===== src/rtl/memory_array_ctrl_if.sv =====
// rtl/memory_array_ctrl_if.sv - request/response bundle between bus-side controller and memory_array_ctrl
//
// Signals (master = bus-side controller, slave = memory_array_ctrl):
//   req        master->slave  access request, sampled while ready=1
//   op         master->slave  1=write, 0=read
//   addr       master->slave  row address [ADDR_W]
//   data_in    master->slave  write data [WIDTH]
//   ready      slave->master  controller idle, request can be accepted
//   done       slave->master  one-cycle completion pulse
//   data_out   slave->master  registered read data [WIDTH]
//   parity_err slave->master  read parity mismatch (only with MEMORY_ARRAY_PARITY_EN)
interface memory_array_ctrl_if #(
    parameter int WIDTH  = 8,
    parameter int ADDR_W = 4
);
    logic              req;
    logic              op;
    logic [ADDR_W-1:0] addr;
    logic [WIDTH-1:0]  data_in;
    logic              ready;
    logic              done;
    logic [WIDTH-1:0]  data_out;
`ifdef MEMORY_ARRAY_PARITY_EN
    logic              parity_err;

    modport master (output req, op, addr, data_in, input ready, done, data_out, parity_err);
    modport slave  (input req, op, addr, data_in, output ready, done, data_out, parity_err);
`else
    modport master (output req, op, addr, data_in, input ready, done, data_out);
    modport slave  (input req, op, addr, data_in, output ready, done, data_out);
`endif
endinterface


===== src/rtl/memory_array_ctrl.sv =====
// rtl/memory_array_ctrl.sv - WIDTH x DEPTH storage array with sequential access controller
//
// Ports:
//   clk    rising-edge clock
//   rst_n  synchronous active-low reset
//   bus    memory_array_ctrl_if.slave (req/op/addr/data_in in; ready/done/data_out out)
// Optional feature macro: MEMORY_ARRAY_PARITY_EN adds a stored even-parity bit per row
// and drives bus.parity_err in the DONE cycle of a read.
module memory_array_ctrl #(
    parameter int WIDTH  = 8,
    parameter int DEPTH  = 16,
    parameter int ADDR_W = 4
) (
    input  logic               clk,
    input  logic               rst_n,
    memory_array_ctrl_if.slave bus
);
    typedef enum logic [1:0] {S_INIT, S_IDLE, S_ACCESS, S_DONE} state_t;

    // One extra bit so DEPTH == 2**ADDR_W still compares correctly.
    localparam logic [ADDR_W:0]   DEPTH_W  = (ADDR_W + 1)'(DEPTH);
    localparam logic [ADDR_W-1:0] LAST_ROW = ADDR_W'(DEPTH - 1);

    state_t            state;
    state_t            next_state;
    logic [ADDR_W-1:0] ptr;
    logic              lat_op;
    logic [ADDR_W-1:0] lat_addr;
    logic [WIDTH-1:0]  lat_data;
    logic [WIDTH-1:0]  data_out_q;
    logic [WIDTH-1:0]  mem [DEPTH];
    logic              in_range;

    assign in_range = ({1'b0, lat_addr} < DEPTH_W);

`ifdef MEMORY_ARRAY_PARITY_EN
    logic par_mem [DEPTH];
    logic parity_err_q;
`endif

    always_ff @(posedge clk) begin
        if (!rst_n) begin
            state <= S_INIT;
        end else begin
            state <= next_state;
        end
    end

    always_comb begin
        next_state = state;
        case (state)
            S_INIT:   if (ptr == LAST_ROW) next_state = S_IDLE;
            S_IDLE:   if (bus.req) next_state = S_ACCESS;
            S_ACCESS: next_state = S_DONE;
            S_DONE:   next_state = S_IDLE;
            default:  next_state = S_INIT;
        endcase
    end

    always_comb begin
        bus.ready = (state == S_IDLE);
        bus.done  = (state == S_DONE);
    end

    assign bus.data_out = data_out_q;

    // Sweep pointer, request capture and registered read data.
    always_ff @(posedge clk) begin
        if (!rst_n) begin
            ptr        <= '0;
            lat_op     <= 1'b0;
            lat_addr   <= '0;
            lat_data   <= '0;
            data_out_q <= '0;
        end else begin
            if (state == S_INIT) begin
                ptr <= ptr + ADDR_W'(1);
            end
            if (state == S_IDLE && bus.req) begin
                lat_op   <= bus.op;
                lat_addr <= bus.addr;
                lat_data <= bus.data_in;
            end
            if (state == S_ACCESS && !lat_op) begin
                data_out_q <= in_range ? mem[lat_addr] : '0;
            end
        end
    end

    // Array storage has no reset of its own; the INIT sweep establishes its contents,
    // and a write still latched when reset hits is simply never performed.
    always_ff @(posedge clk) begin
        if (rst_n) begin
            if (state == S_INIT) begin
                mem[ptr] <= '0;
`ifdef MEMORY_ARRAY_PARITY_EN
                par_mem[ptr] <= 1'b0;
`endif
            end else if (state == S_ACCESS && lat_op && in_range) begin
                mem[lat_addr] <= lat_data;
`ifdef MEMORY_ARRAY_PARITY_EN
                par_mem[lat_addr] <= ^lat_data;
`endif
            end
        end
    end

`ifdef MEMORY_ARRAY_PARITY_EN
    // Loaded at the ACCESS exit edge, so it is only ever high in the DONE cycle.
    always_ff @(posedge clk) begin
        if (!rst_n) begin
            parity_err_q <= 1'b0;
        end else begin
            parity_err_q <= (state == S_ACCESS) && !lat_op && in_range &&
                            ((^mem[lat_addr]) != par_mem[lat_addr]);
        end
    end

    assign bus.parity_err = parity_err_q;
`endif
endmodule


===== src/flat_wrapper.sv =====
// flat-port wrapper written by rule: the top's interface ports become plain ports
module memory_array_ctrl_flat 
#(
    parameter int WIDTH  = 8,
    parameter int DEPTH  = 16,
    parameter int ADDR_W = 4
)
  (clk, rst_n, bus_req, bus_op, bus_addr, bus_data_in, bus_ready, bus_done, bus_data_out);
  memory_array_ctrl_if #(.WIDTH(WIDTH), .ADDR_W(ADDR_W)) bus_i ();
  input  logic clk;
  input  logic rst_n;
  input wire logic [$bits(bus_i.req)-1:0] bus_req;
  input wire logic [$bits(bus_i.op)-1:0] bus_op;
  input wire logic [$bits(bus_i.addr)-1:0] bus_addr;
  input wire logic [$bits(bus_i.data_in)-1:0] bus_data_in;
  output wire logic [$bits(bus_i.ready)-1:0] bus_ready;
  output wire logic [$bits(bus_i.done)-1:0] bus_done;
  output wire logic [$bits(bus_i.data_out)-1:0] bus_data_out;
  assign bus_i.req = bus_req;
  assign bus_i.op = bus_op;
  assign bus_i.addr = bus_addr;
  assign bus_i.data_in = bus_data_in;
  assign bus_ready = bus_i.ready;
  assign bus_done = bus_i.done;
  assign bus_data_out = bus_i.data_out;
  memory_array_ctrl #(.WIDTH(WIDTH), .DEPTH(DEPTH), .ADDR_W(ADDR_W)) u_core (.clk(clk), .rst_n(rst_n), .bus(bus_i));
endmodule

===== config.mk =====
export PLATFORM = sky130hd
export DESIGN_NAME = memory_array_ctrl_flat
export DESIGN_NICKNAME = d
export VERILOG_FILES = /design/src/rtl/memory_array_ctrl_if.sv /design/src/rtl/memory_array_ctrl.sv /design/src/flat_wrapper.sv
export SDC_FILE = /design/constraint.sdc
export NUM_CORES = 1
export LEC_CHECK = 0
export CORE_UTILIZATION = 55
export DETAILED_ROUTE_END_ITERATION = 7
export GPL_TIMING_DRIVEN = 0
export PLACE_DENSITY = 0.8
export SYNTH_ARGS = -nofsm -noshare
export SYNTH_HDL_FRONTEND = slang
export SYNTH_SLANG_ARGS = --single-unit

===== constraint.sdc =====
create_clock -name clk -period 3.2 [get_ports clk]
set_input_delay 0.64 -clock clk [delete_from_list [all_inputs] [get_ports clk]]
set_output_delay 0.64 -clock clk [all_outputs]
set_load 0.01 [all_outputs]

=== Word-level counts from Yosys, hierarchy flattened ===
Memory sizes are Yosys's and may differ from the RTL's. A register that Yosys moved wholly into a read port is not among the register bits.
Cells that the tools add are included.

* Bits in registers: 19
* Bits in writable memories: 128
* Bits of input ports: 16
* Output and inout port bits: 10
* Word-level logic and storage cells: 34
* Memories kept: 1

{| class="wikitable"
|+ Memories
! memory !! words !! width !! read ports !! clocked after Yosys merged registers in !! write ports !! line !! source
|-
| u_core.mem || 16 || 8 || 1 || 1 || 1 || memory_array_ctrl.sv:31 || <nowiki>logic [WIDTH-1:0] mem [DEPTH];</nowiki>
|}

* Add/subtract/negate cells: 1
* Equality and inequality tests: 6
* Multiplexer cells: 13
* Reductions and logical operators: 8

{| class="wikitable"
|+ Operators with widths
! cell !! number
|-
| $mux 1 || 8
|-
| $mux 8 || 1
|-
| $pmux 2 s4 || 1
|-
| $reduce_or 8->1 || 1
|-
| $add 4x1->4 const B || 1
|-
| $eq 2x2->1 const B || 2
|-
| $eq 4x4->1 const B || 1
|-
| $mux 2 || 2
|-
| $mux 4 || 1
|-
| $logic_and 1x1->1 || 3
|-
| $eq 2x1->1 const B || 1
|-
| $logic_not 1->1 || 2
|-
| $logic_not 2->1 || 1
|-
| $ne 2x1->1 const B || 1
|-
| $ne 2x2->1 const B || 1
|-
| $reduce_and 2->1 || 1
|}

=== Logic depth before layout (Yosys ltp) ===
Gate-level depths: netlist of run 1.

* Depth after elaboration: 8
* Depth in mapped cells: 8
* Depth with buffers taken out: 6

=== Worst setup path after synthesis of run 1 ===
OpenSTA, ideal clock, no wires.

* Path type: reg-to-reg
* Start point: register u_core.state[0]
* End point: memory u_core.mem[0][0] (enable)
* Arrival time: 2.013 ns
* Setup slack: 0.817 ns
* Stages on the path, launching flop included: 9
* Path buffers: 3
* Period minus slack after synthesis: 2.383 ns
* Cells stage by stage: dfxtp_1 > inv_1 > ha_1 > buf_2 > and4b_1 > buf_2 > clkbuf_1 > a21oi_1 > nor2_1

* Cells in the longest elaborated chain, start to end: 8

{| class="wikitable"
|+ Ends and longest elaborated chain
! element !! line !! source
|-
| start: declaration || memory_array_ctrl.sv:24 || <nowiki>state_t state;</nowiki>
|-
| start signal: assignment || memory_array_ctrl.sv:45 || <nowiki>state <= next_state;</nowiki>
|-
| $eq 2x2->1 || memory_array_ctrl.sv:99 || <nowiki>end else if (state == S_ACCESS && lat_op && in_range) begin</nowiki>
|-
| $logic_and 1x1->1 || memory_array_ctrl.sv:99 ||
|-
| $mux 1 || memory_array_ctrl.sv:99 ||
|-
| $mux 1 || memory_array_ctrl.sv:94 || <nowiki>if (state == S_INIT) begin</nowiki>
|-
| $mux 1 || memory_array_ctrl.sv:93 || <nowiki>if (rst_n) begin</nowiki>
|-
| $mux 1 (implied by the code) || memory_array_ctrl.sv:100 || <nowiki>mem[lat_addr] <= lat_data;</nowiki>
|-
| $reduce_or 8->1 (no source line) || -- ||
|-
| $mux 4 (no source line) or $mux 1 (tied branches) || -- ||
|-
| end: declaration || memory_array_ctrl.sv:31 ||
|}

Several ways; a longest one is shown, not always the timed one.

=== Worst setup path after layout of run 1 ===
Ends and elaborated chain as after synthesis.

==> run metrics, run 1 <==
outcome complete, no violations; total global-route track usage 22.4%; maximum fanout along the worst path 10; dominant cells by area after synthesis edfxtp_1 (62%), dfxtp_1 (8.7%), mux4_2 (7.3%); class of the tightest hold or removal check reg2reg; clock tree from TritonCTS yes; CP Class reg2reg; net count of the mapped netlist 385; non-filler cells, final 560; crit path DAT 3200 ps; Peak VDD IR 403 uV; main combinational cell family by area after synthesis multiplexers; biggest area consumer among synthesized cells edfxtp_1; Synth Register Bits 155; Hold Path Origin u_core.lat_data[4]; worst-case reg-to-reg path depth 8; cell row count 38; wire length of the first global-routing pass 18200 um; share of flip-flops with an asynchronous set or reset after synthesis 0%; detailed-router iteration count before antenna repair 5; most used flip-flop cell after synthesis edfxtp_1; TritonCTS buffer count 17; Port Buffers 25; most common cell type on the critical path buf_2; area fraction in and, or, nand and nor cells after synthesis 6.38%; antenna violations before repair 0; clock-pin slew on the worst setup and hold paths 60 ps; H-tree Lvls 4; relative max-transition margin 25.4%; Period Utilization, post-route 95.4%; final critical delay including setup and external delays 3050 ps; dpl ws -146 ps; sum of overflow across all layers after global routing 0; kind of launch point of the worst setup path register; vias in the first global route 3271; launch instance of the worst register-to-register path u_core.state[0]; cell leakage power 2.56 nW; worst-margin pin slew 1110 ps; combined area of all synthesized cells 0.00618 mm2; vias post-DR 3303; synth unique cells 34; final setup fails 0; register-to-register path setup slack 150 ps; yosys synthesis warning count 0; count of clock tree sinks 155; commonest cells after routing, fill and taps aside edfxtp_1 (128), nand2_1 (32), dfxtp_1 (27), clkdlybuf4s50_1 (25), nor2_1 (23); clock latency on the worst-skew pair 530 ps; IO Count 26; drt wl/cell 21.0 um; fraction of final layout cells sized beyond drive strength 1 16.4%; standard cell core area 0.0109 mm2; number of cells in the design after placement 528; area fraction in compound gates after synthesis 3.87%; biggest cell delay along the critical path 720 ps; kind of capture point of the worst setup path register; estimated wirelength of the detail-placed design 7660 um; critical-path cell with the highest stage delay nor2_1; Syn Area/Cell 17.0 um2; initial core utilization 56.8%; Gate Count Post-Synth 363; critical-path cell list inv_1 > ha_1 > buf_2 > and4b_1 > buf_2 > clkbuf_1 > a21oi_1 > nor2_1; Layout fillers 728; share of synthesized cell area in full adder, half adder and majority cells 1.21%; endpoint of the most critical register-to-register path u_core.mem[0][0]; number of enable flip-flop cells after synthesis 128; Final Hold Vio Count 0; overall power after layout 4.76 mW; area of the multi-input gates 0.00168 mm2; first element of the critical path u_core.state[0]; count of maximum capacitance violations 0; area share of the largest cell type after synthesis 62.2%; most common cell after layout, fill and taps aside edfxtp_1; number of cells on the worst hold path 2; average via count per standard cell 5.90; last weighted congestion value of the routability-driven placer 0.890; root cell of the clock tree clkbuf_8; Die Wd 108 um; number of diodes 0; setup slack of the critical path after layout 147 ps; maximum clock insertion buffer count 2; area used by sequential logic in the layout 0.00438 mm2; Critical Path End u_core.mem[0][0]; number of max-slew violations in the final report 0; parity-gate share of the synthesized area counting xor and xnor cells 0.425%; share of synthesized area spent on multiplexers 15.3%; power density over the cells 667 mW/mm2; area of the die 0.0117 mm2; maximum number of pins on one net before global-route repair 17; fraction of the yosys area taken by sequential cells 70.9%; post-route antenna net violation count 0; growth of design area from synthesis to finish 15.6%; post-detailed-routing wire length 11800 um; Fmax achieved 328 MHz; critical path data required time 3350 ps; RSZ-0062 raised after global routing yes; core utilization of the finished layout 65.6%; net count of the finished layout 429; worst clock skew on the final layout 6.68 ps; height of the die 108 um; initial drt markers 231; DRC viols 0
-- cells by family after synthesis --
logic type	Yosys count
multiplexers	52
AND/OR/NAND/NOR	84
XOR/XNOR	3
AO/OA/AOI/OAI	41
flip-flops	155
buffers and inverters	22
adder cells (fa/ha/maj)	6
-- registers in the layout, indices dropped and copies added (netlist names) --
| signal | cells |
|---|---|
| u_core.mem | 128 |
| u_core.bus.data_out | 8 |
| u_core.lat_data | 8 |
| u_core.lat_addr | 4 |
| u_core.ptr | 4 |
| u_core.state | 2 |
| u_core.lat_op | 1 |
-- power by group --
| group | switching (mW) | internal [mW] |
|---|---|---|
| Combinational | 0.337 | 0.275 |
| Clock | 0.730 | 1.05 |
| Sequential | 0.0697 | 2.30 |
-- worst max-delay path, delay by kind of cell, from the launching register on --
family	cells	cell delay, ps
flip-flops	1	410
AND/OR/NAND/NOR	2	1050
AO/OA/AOI/OAI	1	220
buffers and inverters	4	820
adder cells (fa/ha/maj)	1	190
-- layout make-up --
type,instances,area share [%]
sequential,155,61.4
multi-input combinational,186,23.6
clock buffer,23,6.83
timing repair buffer,25,3.50
tap,140,2.45
buffer,17,1.38
clock inverter,9,0.613
inverter,5,0.263
-- cell usage after synthesis, types with 2 or more instances --
cell	number
edfxtp_1	128
nand2_1	32
dfxtp_1	27
nor2_1	25
a21oi_1	21
mux4_2	20
mux2i_1	14
and2_1	10
mux4_1	10
buf_2	9
mux2_2	8
a22oi_1	7
clkbuf_1	6
ha_1	6
o21ai_1	6
inv_1	4
nor3b_1	4
nor2b_1	3
nor3_1	3
o21ai_0	3
a221o_1	2
nand4b_1	2
xor2_1	2
-- through the flow --
stage                     hold slack [ps]  setup TNS (ps)  cell area, um2
final                                 449               0            7140
after global routing                  477           -1750            7140
after CTS                             450               0            7140
after detailed placement              442           -5040            6610
after global placement                438           -1710            6610
after floorplan                       432               0            6180
-- worst min-delay path by stage --
stage | slack [ps] | to
after floorplan | 430 | u_core.lat_data[0]
after global placement | 440 | u_core.lat_data[6]
after detailed placement | 440 | u_core.lat_data[4]
after CTS | 450 | u_core.lat_data[4]
after global routing | 480 | u_core.lat_data[6]
final | 450 | u_core.lat_data[4]
-- layer usage --
layer | vias up | track usage [%] | share of wire, %
met5 | - | 0 | 0
met1 | 1650 | 30.5 | 41
met4 | 0 | 11.0 | 2.6
met2 | 127 | 34.8 | 49
met3 | 24 | 4.82 | 7.4
li1 | 1502 | - | -
-- what timing repair did --
item | 4_1_cts | 5_1_grt
setup buffers | 0 | 0
endpoints found under the setup margin | 0 | 48
gates resized for setup | 0 | 2
hold buffers | 0 | 0
(Power assumes the default switching activity.)
==> run 2: changes to the inputs <==
--- a/config.mk
+++ b/config.mk
@@ -5,10 +5,10 @@
 export SDC_FILE = /design/constraint.sdc
 export NUM_CORES = 1
 export LEC_CHECK = 0
-export CORE_UTILIZATION = 55
+export CORE_UTILIZATION = 54
 export DETAILED_ROUTE_END_ITERATION = 7
 export GPL_TIMING_DRIVEN = 0
-export PLACE_DENSITY = 0.8
+export PLACE_DENSITY = 0.82
 export SYNTH_ARGS = -nofsm -noshare
 export SYNTH_HDL_FRONTEND = slang
 export SYNTH_SLANG_ARGS = --single-unit
==> constraint.sdc (replaced) <==
create_clock -name clk -period 2.6 [get_ports clk]
set_input_delay 0.52 -clock clk [delete_from_list [all_inputs] [get_ports clk]]
set_output_delay 0.52 -clock clk [all_outputs]
set_load 0.01 [all_outputs]
==> run metrics, run 2 (synthesis results as in run 1) <==
area of the die 0.0119 mm2; non-filler cells, final 568; class of the tightest hold or removal check reg2reg; number of cells on the worst hold path 2; crit path DAT 2670 ps; Die Wd 109 um; final setup fails 12; worst-case reg-to-reg path depth 6; wire length of the first global-routing pass 20300 um; most common cell after layout, fill and taps aside edfxtp_1; placed cell area 0.00661 mm2; total global-route track usage 25.3%; Port Buffers 25; power density over the cells 841 mW/mm2; register-to-register path setup slack -20 ps; Peak VDD IR 510 uV; initial drt markers 279; overall power after layout 6.28 mW; root cell of the clock tree clkbuf_16; dpl ws -657 ps; commonest cells after routing, fill and taps aside edfxtp_1 (128), nand2_1 (32), dfxtp_1 (27), clkdlybuf4s50_1 (25); DRC viols 0; drt wl/cell 25.0 um; relative max-transition margin 20.5%; cell row count 38; vias in the first global route 3510; maximum clock insertion buffer count 2; sum of overflow across all layers after global routing 0; cell leakage power 2.66 nW; worst clock skew on the final layout 10.3 ps; kind of capture point of the worst setup path register; post-route antenna net violation count 0; initial core utilization 56.3%; detailed-router iteration count before antenna repair 5; estimated wirelength of the detail-placed design 7890 um; kind of launch point of the worst setup path register; Period Utilization, post-route 101%; number of max-slew violations in the final report 0; Layout Cell Area excl Fill 0.00747 mm2; clock latency on the worst-skew pair 420 ps; count of clock tree sinks 155; clock tree from TritonCTS yes; outcome complete, but fails checks; number of diodes 0; clock-pin slew on the worst setup and hold paths 60 ps; number of cells in the design after placement 528; Reg with most FFs u_core.mem; count of maximum capacitance violations 0; standard cell core area 0.0110 mm2; violations in the final reports setup timing; vias post-DR 3538; growth of design area from synthesis to finish 20.8%; setup slack of the critical path after layout -17.6 ps; Final Hold Vio Count 0; TritonCTS buffer count 17; last weighted congestion value of the routability-driven placer 0.848; WHS 450 ps; worst-margin pin slew 1180 ps; average via count per standard cell 6.23; fraction of final layout cells sized beyond drive strength 1 25.2%; H-tree Lvls 4; critical path data required time 2660 ps; maximum number of pins on one net before global-route repair 17; RSZ-0062 raised after global routing yes; net count of the finished layout 437; height of the die 109 um; final critical delay including setup and external delays 2620 ps; max FFs per register 128; Fmax achieved 382 MHz; antenna violations before repair 0; IO Count 26; CP Class reg2reg; maximum fanout along the worst path 10; post-detailed-routing wire length 14200 um
## run 2: cell types whose count changed in the layout (fill, tap and decap cells not counted), moves of 7 or more
cell	before	now
nor2_4	0	12
buf_12	1	8
and2_2	0	7
nor2_1	23	9
and2_1	10	3
## run 2: area by class of cell
| type | count | area [um2] |
|---|---|---|
| Inverter | 5 | 18.8 |
| Clock inverter | 10 | 60.1 |
| Tap cell | 140 | 175 |
| Multi-Input combinational cell | 186 | 1820 |
| Buffer | 17 | 100 |
| Fill cell | 672 | 3520 |
| Timing Repair Buffer | 33 | 398 |
| Sequential cell | 155 | 4380 |
| Clock buffer | 22 | 508 |
## run 2: routing by layer
layer / up-vias / wire length (um) / global-route usage [%]
met5: - / 0 / 0
met4: 0 / 291 / 9.36
met3: 35 / 795 / 5.74
met2: 174 / 7360 / 42.7
met1: 1808 / 5740 / 32.1
li1: 1521 / - / -
## run 2: report_power, final
group	switching, mW	internal (mW)
Clock	0.960	1.38
Sequential	0.0981	2.83
Combinational	0.570	0.439
Total	1.63	4.65
## run 2: stage by stage
stage          utilization [%]  setup TNS [ps]
6_report                  68.0            -118
5_1_grt                   68.0           -1390
4_1_cts                   66.5               0
3_5_place_dp              60.1          -75170
3_3_place_gp              60.1          -46440
2_1_floorplan                -               0
## run 2: what timing repair did
item	4_1_cts	5_1_grt
hold buffers	0	0
buffers inserted	2	6
setup endpoints to repair	200	174
pin swaps	1	6
gates resized for setup	34	13
## run 2: worst paths after layout
check,end,start
setup / recovery,u_core.mem[15][1],u_core.lat_addr[2]
hold / removal,u_core.lat_data[5],u_core.lat_data[5]
setup reg to reg,u_core.mem[15][1],u_core.lat_addr[2]
hold reg to reg,u_core.lat_data[5],u_core.lat_data[5]
## run 2: worst max-delay path, stage by stage (launching register included)
cell      delay [ps]
dfxtp_1          350
buf_2            330
buf_2            370
nand4b_1         160
a21oi_1          260
nand2b_1         280
nor2_2           490
